==> config.mk <==
export PLATFORM = sky130hd
export DESIGN_NAME = proc_sequencer_flat
export DESIGN_NICKNAME = d
export VERILOG_FILES = /design/src/rtl/proc_sequencer_if.sv /design/src/rtl/proc_sequencer.sv /design/src/flat_wrapper.sv
export SDC_FILE = /design/constraint.sdc
export NUM_CORES = 1
export LEC_CHECK = 0
export CAP_MARGIN = 20
export CORE_UTILIZATION = 39
export DETAILED_ROUTE_END_ITERATION = 8
export GPL_TIMING_DRIVEN = 1
export PLACE_DENSITY_LB_ADDON = 0.05
export SLEW_MARGIN = 20
export SYNTH_ARGS = -nofsm -noshare
export SYNTH_HDL_FRONTEND = slang
export SYNTH_SLANG_ARGS = --single-unit
==> constraint.sdc <==
create_clock -name clk -period 5.1 [get_ports clk]
set_clock_uncertainty 0.1 [all_clocks]
set_input_delay 1.02 -clock clk [delete_from_list [all_inputs] [get_ports clk]]
set_output_delay 1.02 -clock clk [all_outputs]
set_load 0.01 [all_outputs]
==> src/rtl/proc_sequencer_if.sv <==
// Host/proc handshake bundle for proc_sequencer: enqueue port, control inputs, Run/DIN/Done issue link and status.
interface proc_sequencer_if #(
    parameter int N  = 8,
    parameter int AW = 3
);
    logic          push;
    logic [N-1:0]  push_instr;
    logic [N-1:0]  push_imm;
    logic          halt;
    logic          flush;
    logic          done;
    logic          run;
    logic [N-1:0]  din;
    logic          full;
    logic          empty;
    logic [AW:0]   count;
    logic          busy;
    logic [15:0]   retired;
    logic          err;

    modport master (
        output push, push_instr, push_imm, halt, flush, done,
        input  run, din, full, empty, count, busy, retired, err
    );

    modport slave (
        input  push, push_instr, push_imm, halt, flush, done,
        output run, din, full, empty, count, busy, retired, err
    );
endinterface

==> src/rtl/proc_sequencer.sv <==
// Instruction FIFO and Run/DIN issue controller for the 8-register proc datapath.
// Optional WAIT-state watchdog is built only when SEQ_WATCHDOG_EN is defined.
module proc_sequencer #(
    parameter int N     = 8,
    parameter int DEPTH = 8,
    parameter int AW    = 3,
    parameter int TMO   = 15
) (
    input  logic              clk,
    input  logic              rst,
    proc_sequencer_if.slave   bus
);
    typedef enum logic [1:0] {IDLE, ISSUE, WAIT} state_t;

    state_t          state_q, state_d;
    logic [N-1:0]    instr_mem [DEPTH];
    logic [N-1:0]    imm_mem   [DEPTH];
    logic [AW-1:0]   wr_ptr_q, wr_ptr_d;
    logic [AW-1:0]   rd_ptr_q, rd_ptr_d;
    logic [AW:0]     count_q, count_d;
    logic            full_q, full_d;
    logic            empty_q, empty_d;
    logic            run_q, run_d;
    logic [N-1:0]    din_q, din_d;
    logic            busy_q, busy_d;
    logic [15:0]     retired_q, retired_d;
    logic            err_q, err_d;
    logic            cur_mvi_q, cur_mvi_d;
    logic [N-1:0]    cur_imm_q, cur_imm_d;
    logic            push_acc;
    logic            pop;
    logic            do_flush;
    logic            wd_fire;
    logic [N-1:0]    head_instr;

`ifdef SEQ_WATCHDOG_EN
    localparam int WD_W = $clog2(TMO + 1);
    logic [WD_W-1:0] wd_q, wd_d;
`endif

    always_comb begin
        state_d   = state_q;
        retired_d = retired_q;
        err_d     = err_q;
        cur_mvi_d = cur_mvi_q;
        cur_imm_d = cur_imm_q;
        wd_fire   = 1'b0;

`ifdef SEQ_WATCHDOG_EN
        wd_d = '0;
        if (state_q == WAIT && !bus.done) begin
            if (wd_q == WD_W'(TMO - 1)) begin
                wd_fire = 1'b1;
            end else begin
                wd_d = wd_q + 1'b1;
            end
        end
`endif

        // A watchdog timeout empties the queue exactly like a host flush.
        do_flush = bus.flush || wd_fire;
        push_acc = bus.push && !full_q && !do_flush;
        pop      = (state_q == ISSUE);

        wr_ptr_d = wr_ptr_q + AW'(push_acc);
        if (do_flush) begin
            rd_ptr_d = wr_ptr_q;
            count_d  = '0;
        end else begin
            rd_ptr_d = rd_ptr_q + AW'(pop);
            count_d  = count_q + (AW+1)'(push_acc) - (AW+1)'(pop);
        end

        case (state_q)
            IDLE: begin
                if (!empty_q && !bus.halt && !bus.flush && !err_q) begin
                    state_d = ISSUE;
                end
            end
            ISSUE: begin
                state_d   = WAIT;
                cur_mvi_d = (instr_mem[rd_ptr_q][N-1:N-2] == 2'b01);
                cur_imm_d = imm_mem[rd_ptr_q];
            end
            WAIT: begin
                if (bus.done) begin
                    retired_d = retired_q + 16'd1;
                    state_d   = (count_d != '0 && !bus.halt && !err_q) ? ISSUE : IDLE;
                end else if (wd_fire) begin
                    state_d = IDLE;
                    err_d   = 1'b1;
                end
            end
            default: state_d = IDLE;
        endcase

        // An entry written this cycle into an empty queue must bypass the memory for back-to-back issue.
        if (push_acc && rd_ptr_d == wr_ptr_q) begin
            head_instr = bus.push_instr;
        end else begin
            head_instr = instr_mem[rd_ptr_d];
        end

        run_d = (state_d == ISSUE);
        if (state_d == ISSUE) begin
            din_d = head_instr;
        end else if (state_d == WAIT && cur_mvi_d) begin
            din_d = cur_imm_d;
        end else begin
            din_d = '0;
        end

        full_d  = (count_d == (AW+1)'(DEPTH));
        empty_d = (count_d == '0);
        busy_d  = (state_d != IDLE);
    end

    always_ff @(posedge clk) begin
        if (push_acc) begin
            instr_mem[wr_ptr_q] <= bus.push_instr;
            imm_mem[wr_ptr_q]   <= bus.push_imm;
        end
    end

    always_ff @(posedge clk) begin
        if (rst) begin
            state_q   <= IDLE;
            wr_ptr_q  <= '0;
            rd_ptr_q  <= '0;
            count_q   <= '0;
            full_q    <= 1'b0;
            empty_q   <= 1'b1;
            run_q     <= 1'b0;
            din_q     <= '0;
            busy_q    <= 1'b0;
            retired_q <= '0;
            err_q     <= 1'b0;
            cur_mvi_q <= 1'b0;
            cur_imm_q <= '0;
`ifdef SEQ_WATCHDOG_EN
            wd_q      <= '0;
`endif
        end else begin
            state_q   <= state_d;
            wr_ptr_q  <= wr_ptr_d;
            rd_ptr_q  <= rd_ptr_d;
            count_q   <= count_d;
            full_q    <= full_d;
            empty_q   <= empty_d;
            run_q     <= run_d;
            din_q     <= din_d;
            busy_q    <= busy_d;
            retired_q <= retired_d;
            err_q     <= err_d;
            cur_mvi_q <= cur_mvi_d;
            cur_imm_q <= cur_imm_d;
`ifdef SEQ_WATCHDOG_EN
            wd_q      <= wd_d;
`endif
        end
    end

    assign bus.run     = run_q;
    assign bus.din     = din_q;
    assign bus.full    = full_q;
    assign bus.empty   = empty_q;
    assign bus.count   = count_q;
    assign bus.busy    = busy_q;
    assign bus.retired = retired_q;
    assign bus.err     = err_q;
endmodule

==> src/flat_wrapper.sv <==
// flat-port wrapper written by rule: the top's interface ports become plain ports
module proc_sequencer_flat 
#(
    parameter int N     = 8,
    parameter int DEPTH = 8,
    parameter int AW    = 3,
    parameter int TMO   = 15
)
  (clk, rst, bus_push, bus_push_instr, bus_push_imm, bus_halt, bus_flush, bus_done, bus_run, bus_din, bus_full, bus_empty, bus_count, bus_busy, bus_retired, bus_err);
  proc_sequencer_if #(.N(N), .AW(AW)) bus_i ();
  input  logic clk;
  input  logic rst;
  input wire logic [$bits(bus_i.push)-1:0] bus_push;
  input wire logic [$bits(bus_i.push_instr)-1:0] bus_push_instr;
  input wire logic [$bits(bus_i.push_imm)-1:0] bus_push_imm;
  input wire logic [$bits(bus_i.halt)-1:0] bus_halt;
  input wire logic [$bits(bus_i.flush)-1:0] bus_flush;
  input wire logic [$bits(bus_i.done)-1:0] bus_done;
  output wire logic [$bits(bus_i.run)-1:0] bus_run;
  output wire logic [$bits(bus_i.din)-1:0] bus_din;
  output wire logic [$bits(bus_i.full)-1:0] bus_full;
  output wire logic [$bits(bus_i.empty)-1:0] bus_empty;
  output wire logic [$bits(bus_i.count)-1:0] bus_count;
  output wire logic [$bits(bus_i.busy)-1:0] bus_busy;
  output wire logic [$bits(bus_i.retired)-1:0] bus_retired;
  output wire logic [$bits(bus_i.err)-1:0] bus_err;
  assign bus_i.push = bus_push;
  assign bus_i.push_instr = bus_push_instr;
  assign bus_i.push_imm = bus_push_imm;
  assign bus_i.halt = bus_halt;
  assign bus_i.flush = bus_flush;
  assign bus_i.done = bus_done;
  assign bus_run = bus_i.run;
  assign bus_din = bus_i.din;
  assign bus_full = bus_i.full;
  assign bus_empty = bus_i.empty;
  assign bus_count = bus_i.count;
  assign bus_busy = bus_i.busy;
  assign bus_retired = bus_i.retired;
  assign bus_err = bus_i.err;
  proc_sequencer #(.N(N), .DEPTH(DEPTH), .AW(AW), .TMO(TMO)) u_core (.clk(clk), .rst(rst), .bus(bus_i));
endmodule
# --- After elaboration in Yosys (flattened, before gate mapping) ---
# Memory sizes are Yosys's and may differ from the RTL's. A register that Yosys moved wholly into a read port is not among the register bits.
# Cells that the tools add are included.
# W data, S select, Z words.
word_totals:
  register_bits: 49
  ram_bits: 128
  input_bits: 22
  out_inout_bits: 33
  word_cells: 57
  mem_count: 2
mem_list:
  columns: ["name", "words", "word_bits", "rd", "rd_clocked_by_memory_dff", "write_ports", "line_no", "text"]
  rows:
  - ["u_core.imm_mem", 8, 8, 1, 1, 1, "proc_sequencer.sv:17", "logic [N-1:0] imm_mem [DEPTH];"]
  - ["u_core.instr_mem", 8, 8, 2, 1, 1, "proc_sequencer.sv:16", "logic [N-1:0] instr_mem [DEPTH];"]
classes:
  add_sub_neg: 5
  n_eq_ne: 7
  muxes: 15
  reduce_logical: 16
ops:
  columns: ["cell", "count"]
  rows:
  - ["$mux W8", 4]
  - ["$add A16 B1 Y16 const B", 1]
  - ["$mux W3", 3]
  - ["$logic_and A1 B1 Y1", 7]
  - ["$add A3 B1 Y3", 2]
  - ["$eq A2 B1 Y1 const B", 3]
  - ["$pmux W2 S3", 1]
  - ["$add A4 B1 Y4", 1]
  - ["$eq A2 B2 Y1 const B", 2]
  - ["$eq A4 B4 Y1 const B", 1]
  - ["$logic_not A1 Y1", 4]
  - ["$logic_not A4 Y1", 1]
  - ["$mux W1", 4]
  - ["$mux W2", 2]
  - ["$mux W4", 1]
  - ["$reduce_bool A4 Y1", 1]
  - ["$sub A4 B1 Y4", 1]
  - ["$eq A3 B3 Y1", 1]
  - ["$logic_not A2 Y1", 1]
  - ["$reduce_and A2 Y1", 1]
  - ["$reduce_bool A2 Y1", 1]

# --- Depth between registers and ports, before layout ---
logic_depth:
  word_depth: 15
  depth_mapped: 12
  mapped_depth_nobuf: 11

# --- Worst setup path after synthesis ---
# Ideal clock, no wire load.
synth_path:
  path_type: "in2reg"
  start: "input port bus_flush"
  end: "register u_core.busy_q, in the netlist u_core.bus.busy"
  setup_ns: 0.123
  arrival_time_ns: 3.251
  required_ns: 4.877
  setup_slack_ns: 1.625
  cell_stages: 9
  n_path_buf: 1
  cell_sequence: "buf_6 -> or3b_4 -> inv_1 -> ha_1 -> fa_1 -> or3_1 -> nor2_1 -> a21oi_1 -> or2_2"
synth_via:
  elab_chain_len: 11
  elab_cells_between_ends: 13
  classes_between: "2 x add/sub; 5 x mux; 6 x reduce/logical"
synth_rtl:
  columns: ["item", "line_no", "text"]
  rows:
  - ["start, declared", "flat_wrapper.sv:17", "input wire logic [$bits(bus_i.flush)-1:0] bus_flush;"]
  - ["$logic_not A1 Y1", "proc_sequencer.sv:62, proc_sequencer.sv:76", null]
  - ["$logic_and A1 B1 Y1", "proc_sequencer.sv:62", "push_acc = bus.push && !full_q && !do_flush;"]
  - ["$add A4 B1 Y4", "proc_sequencer.sv:71", "count_d = count_q + (AW+1)'(push_acc) - (AW+1)'(pop);"]
  - ["$sub A4 B1 Y4", "proc_sequencer.sv:71", null]
  - ["$mux W4", "proc_sequencer.sv:66", "if (do_flush) begin"]
  - ["$reduce_bool A4 Y1", "proc_sequencer.sv:88", "state_d = (count_d != '0 && !bus.halt && !err_q) ? ISSUE : IDLE;"]
  - ["$logic_and A1 B1 Y1", "proc_sequencer.sv:88", null]
  - ["$mux W1", "proc_sequencer.sv:88", null]
  - ["$mux W2", "proc_sequencer.sv:86", "if (bus.done) begin"]
  - ["$pmux W2 S3 (*)", "proc_sequencer.sv:74", "case (state_q)"]
  - ["$reduce_bool A2 Y1 (*)", "proc_sequencer.sv:115", "busy_d = (state_d != IDLE);"]
  - ["end signal, assigned", "proc_sequencer.sv:152", "busy_q <= busy_d;"]
  - ["end, declared", "proc_sequencer.sv:25", "logic busy_q, busy_d;"]
# Mark *: on every way between the ends. The rest lies on a longest branch, timed or not.
# A chain may end at the register's enable or synchronous reset.

# --- Final worst setup path ---
# Ends and elaborated chain as after synthesis.

==> run_summary.xml <==
<?xml version="1.0" encoding="UTF-8"?>
<metrics>
  <group name="die">
    <metric name="ioPinCount" unit="">55</metric>
    <metric name="core_region_area" unit="um2">17500</metric>
    <metric name="die_area" unit="um2">18600</metric>
    <metric name="num_rows" unit="">48</metric>
    <metric name="chipHeight" unit="um">137</metric>
    <metric name="chipWidth" unit="um">137</metric>
    <metric name="initial_core_util" unit="%">40.4</metric>
  </group>
  <group name="pwr">
    <metric name="worst_case_vdd_ir_drop" unit="mV">0.274</metric>
    <metric name="power.static_leakage" unit="uW">0.00282</metric>
    <metric name="report.power.total" unit="uW">3050</metric>
    <metric name="p_per_area" unit="nW/um2">359</metric>
  </group>
  <group name="synthesis">
    <metric name="number_of_enable_type_register_cells_in_the_synthesized_netlist" unit="">128</metric>
    <metric name="synth_nets" unit="">480</metric>
    <metric name="postSynth.topFlopCell" unit="">sky130_fd_sc_hd__edfxtp_1</metric>
    <metric name="yosysTopAreaCell" unit="">sky130_fd_sc_hd__edfxtp_1</metric>
    <metric name="synth-async-reset-ratio" unit="%">0</metric>
    <metric name="synth_top_area_share" unit="%">54.5</metric>
    <metric name="ys_ff_latch" unit="">177</metric>
    <metric name="postSynthCellCount" unit="">448</metric>
    <metric name="syn-mean-instance-area" unit="um2">15.8</metric>
    <metric name="synth_area_leaders" unit="">sky130_fd_sc_hd__edfxtp_1 54%, sky130_fd_sc_hd__dfxtp_1 14%, sky130_fd_sc_hd__mux4_2 11%, sky130_fd_sc_hd__nor2_1 2.3%, sky130_fd_sc_hd__nor3_1 1.8%</metric>
    <metric name="synth_warnings" unit="">0</metric>
    <metric name="ys_seq_area_share" unit="%">68.4</metric>
    <metric name="netlist-cell-type-count" unit="">44</metric>
    <metric name="netlist_area" unit="um2">7060</metric>
  </group>
  <group name="timing">
    <metric name="timing.final.crit_share" unit="%">74.9</metric>
    <metric name="final_max_slew_viol_count" unit="">0</metric>
    <metric name="final-setup-viol-count" unit="">0</metric>
    <metric name="finalSetupTns" unit="ns">0</metric>
    <metric name="slew_headroom" unit="%">35.9</metric>
    <metric name="timing.hold.ws" unit="ns">0.356</metric>
    <metric name="rsz0062_at_grt" unit="">false</metric>
    <metric name="timing.final.hold_violations" unit="">0</metric>
    <metric name="fmaxAchievable" unit="MHz">262</metric>
    <metric name="layout_min_cycle_time" unit="ns">3.82</metric>
    <metric name="worstMarginPinSlew" unit="ns">0.954</metric>
  </group>
  <group name="global_routing">
    <metric name="antenna_found_initial" unit="">0</metric>
    <metric name="via_count_of_the_first_global_routing_pass" unit="">3977</metric>
    <metric name="grt_pass1_wl" unit="um">23000</metric>
    <metric name="global_route.overflow_total" unit="">0</metric>
    <metric name="grt_max_degree" unit="">37</metric>
    <metric name="global_route.usage.total" unit="%">17.5</metric>
  </group>
  <group name="cts">
    <metric name="cts-buffers-inserted" unit="">17</metric>
    <metric name="post-cts-setup-buffers" unit="">0</metric>
    <metric name="htree_levels" unit="">4</metric>
    <metric name="numClockSinks" unit="">177</metric>
    <metric name="clock_latency" unit="ns">0.42</metric>
    <metric name="cts.repair.resized" unit="">0</metric>
    <metric name="clk_root_buffer_cell" unit="">sky130_fd_sc_hd__clkbuf_16</metric>
    <metric name="hold_buffer_count_at_cts" unit="">0</metric>
    <metric name="clock_path_buffers" unit="">2</metric>
    <metric name="clk_pin_slew" unit="ns">0.06</metric>
    <metric name="tritoncts_clock_tree" unit="">built</metric>
  </group>
  <group name="worst_setup_path">
    <metric name="critical_path.max_stage_delay" unit="ns">0.44</metric>
    <metric name="timing.critical_path.arrival" unit="ns">4.03</metric>
    <metric name="cpMaxStageDelayCell" unit="">sky130_fd_sc_hd__or3b_4</metric>
    <metric name="criticalPathCategory" unit="">input port to register</metric>
    <metric name="critPathRequiredTime" unit="ns">5.31</metric>
    <metric name="critical_path.cell_chain" unit="">clkdlybuf4s50_1 -&gt; buf_4 -&gt; or3b_4 -&gt; inv_1 -&gt; ha_1 -&gt; fa_1 -&gt; or3_1 -&gt; nor2_1 -&gt; a21oi_1 -&gt; or2_2</metric>
    <metric name="crit_path_end_kind" unit="">register</metric>
    <metric name="crit_path_max_fanout" unit="">11</metric>
    <metric name="start_kind" unit="">input port</metric>
  </group>
  <group name="routing">
    <metric name="route.vias.total" unit="">3898</metric>
    <metric name="number_of_drc_violations_after_detailed_routing" unit="">0</metric>
    <metric name="routedWlPerCell" unit="um">19.8</metric>
    <metric name="final_antenna_net_count" unit="">0</metric>
    <metric name="drt-total-wl" unit="um">14900</metric>
    <metric name="detail_route.vias_per_cell" unit="">5.17</metric>
    <metric name="dr.pass1.iters" unit="">4</metric>
    <metric name="drt_iter0_drc" unit="">252</metric>
  </group>
  <group name="job">
    <metric name="drv_cap" unit="">0</metric>
  </group>
  <group name="placement">
    <metric name="gp_congestion" unit="">0.745</metric>
    <metric name="placement.io_buffers" unit="">53</metric>
    <metric name="dp.final_hpwl" unit="um">9440</metric>
  </group>
  <group name="min_path">
    <metric name="worstHoldPathType" unit="">register to register</metric>
  </group>
  <group name="layout">
    <metric name="final_layout_size_suffix_gt1_share" unit="%">16.8</metric>
    <metric name="final_net_count" unit="">548</metric>
    <metric name="antenna_cells_inserted" unit="">0</metric>
    <metric name="synthToLayoutAreaGrowth" unit="%">20.4</metric>
  </group>
  <group name="status">
    <metric name="run_status" unit="">finished, final reports clean</metric>
  </group>
</metrics>
-- cells in the mapped netlist, types with 2 or more instances --
cell,number
sky130_fd_sc_hd__xor2_1,10
sky130_fd_sc_hd__mux4_2,33
sky130_fd_sc_hd__and4_1,2
sky130_fd_sc_hd__dfxtp_1,49
sky130_fd_sc_hd__nand2_1,16
sky130_fd_sc_hd__nand2b_1,3
sky130_fd_sc_hd__buf_1,2
sky130_fd_sc_hd__nand4_1,3
sky130_fd_sc_hd__or2_0,8
sky130_fd_sc_hd__ha_1,9
sky130_fd_sc_hd__nor4_2,2
sky130_fd_sc_hd__or3_1,3
sky130_fd_sc_hd__and3_1,2
sky130_fd_sc_hd__inv_1,15
sky130_fd_sc_hd__nor3_1,26
sky130_fd_sc_hd__edfxtp_1,128
sky130_fd_sc_hd__clkbuf_1,10
sky130_fd_sc_hd__a32o_1,8
sky130_fd_sc_hd__nor4_1,2
sky130_fd_sc_hd__and2_1,3
sky130_fd_sc_hd__a211oi_1,8
sky130_fd_sc_hd__o21ai_0,3
sky130_fd_sc_hd__nand3_1,4
sky130_fd_sc_hd__o32ai_1,4
sky130_fd_sc_hd__nor2_1,44
sky130_fd_sc_hd__nor2b_1,4
sky130_fd_sc_hd__buf_2,4
sky130_fd_sc_hd__mux2i_1,10
sky130_fd_sc_hd__xnor2_1,11
sky130_fd_sc_hd__a21oi_1,6
sky130_fd_sc_hd__buf_6,3
-- worst max-delay path, delay by kind of cell --
family                   cells  cell delay, ns
AO/OA/AOI/OAI                1            0.27
AND/OR/NAND/NOR              4            1.33
buffers and inverters        3            0.75
adder cells (fa/ha/maj)      2            0.64
-- placed cells by master, fill, tap and decap left out, types with 2 or more instances in the layout --
master	n
sky130_fd_sc_hd__edfxtp_1	128
sky130_fd_sc_hd__clkdlybuf4s50_1	53
sky130_fd_sc_hd__dfxtp_1	49
sky130_fd_sc_hd__nor2_1	44
sky130_fd_sc_hd__mux4_2	33
sky130_fd_sc_hd__nor3_1	24
sky130_fd_sc_hd__clkbuf_16	17
sky130_fd_sc_hd__nand2_1	16
sky130_fd_sc_hd__buf_4	16
sky130_fd_sc_hd__inv_1	15
sky130_fd_sc_hd__xnor2_1	11
sky130_fd_sc_hd__mux2i_1	10
sky130_fd_sc_hd__xor2_1	10
sky130_fd_sc_hd__ha_1	9
sky130_fd_sc_hd__or2_0	8
sky130_fd_sc_hd__a211oi_1	8
sky130_fd_sc_hd__a32o_1	8
sky130_fd_sc_hd__a21oi_1	6
sky130_fd_sc_hd__inv_6	5
sky130_fd_sc_hd__nor2b_1	4
sky130_fd_sc_hd__o32ai_1	4
sky130_fd_sc_hd__nand3_1	4
sky130_fd_sc_hd__nand2b_1	3
sky130_fd_sc_hd__or3_1	3
sky130_fd_sc_hd__o21ai_0	3
sky130_fd_sc_hd__and2_1	3
sky130_fd_sc_hd__nand4_1	3
sky130_fd_sc_hd__clkinv_2	3
sky130_fd_sc_hd__bufinv_16	3
sky130_fd_sc_hd__nor3_2	2
sky130_fd_sc_hd__nor4_2	2
sky130_fd_sc_hd__and3_1	2
sky130_fd_sc_hd__and4_1	2
sky130_fd_sc_hd__nor4_1	2
-- flip-flops by register name, indices dropped and copies added (netlist names) --
name / flops
u_core.cur_imm_q: 8
u_core.bus.busy: 1
u_core.bus.empty: 1
u_core.bus.din: 8
u_core.state_q: 2
u_core.imm_mem: 64
u_core.wr_ptr_q: 3
u_core.bus.count: 4
u_core.rd_ptr_q: 3
u_core.bus.retired: 16
u_core.instr_mem: 64
u_core.bus.run: 1
u_core.bus.full: 1
u_core.cur_mvi_q: 1
-- metal layers --
layer,up-vias,global-route usage [%],routed length (um)
met2,79,28.7,7250
li1,1842,-,-
met3,14,4.33,547
met5,-,0,0
met1,1963,22.8,6870
met4,0,5.93,225
-- power breakdown --
group	internal (uW)	total [uW]	switching (uW)
Clock	780	1340	556
Combinational	69.1	150	80.9
Sequential	1560	1560	8.17
Total	2410	3050	645
-- metrics by stage --
| step | instances | cell area (um2) | setup slack, ns | util [%] |
|---|---|---|---|---|
| 2_1_floorplan | 448 | 7060 | 1.63 | - |
| 3_3_place_gp | 722 | 7890 | 0.888 | 45.2 |
| 3_5_place_dp | 722 | 7890 | 0.860 | 45.2 |
| 4_1_cts | 754 | 8500 | 1.31 | 48.6 |
| 5_1_grt | 754 | 8500 | 1.14 | 48.6 |
| 6_report | 754 | 8500 | 1.28 | 48.6 |
-- kinds of logic (layout without fill, tap and decap cells) --
| kind of cell | after synthesis | count (layout) | synth area share, % |
|---|---|---|---|
| other | 1 | 1 | 0.0531 |
| multiplexers | 44 | 44 | 12.1 |
| AND/OR/NAND/NOR | 127 | 127 | 9.04 |
| AO/OA/AOI/OAI | 33 | 33 | 3.60 |
| buffers and inverters | 35 | 116 | 2.31 |
| adder cells (fa/ha/maj) | 10 | 10 | 1.88 |
| flip-flops | 177 | 177 | 68.4 |
| XOR/XNOR | 21 | 21 | 2.61 |
-- worst paths after layout --
path	startpoint	endpoint	slack, ns	cells past startpoint
setup / recovery	bus_flush	u_core.bus.busy	1.28	10
hold / removal	u_core.cur_mvi_q	u_core.cur_mvi_q	0.36	2
setup reg to reg	u_core.state_q[1]	u_core.bus.din[0]	1.69	11
hold reg to reg	u_core.cur_mvi_q	u_core.cur_mvi_q	0.36	2
-- area by class of cell --
type	count	area [um2]
repair buffers	69	651
multi-input cells	236	2080
fillers	1499	8980
flip-flops and latches	177	4820
inverters	15	56.3
well taps	225	282
clock buffers	18	429
clock inverters	14	176
No activity file was read; power rests on OpenSTA's default activity.
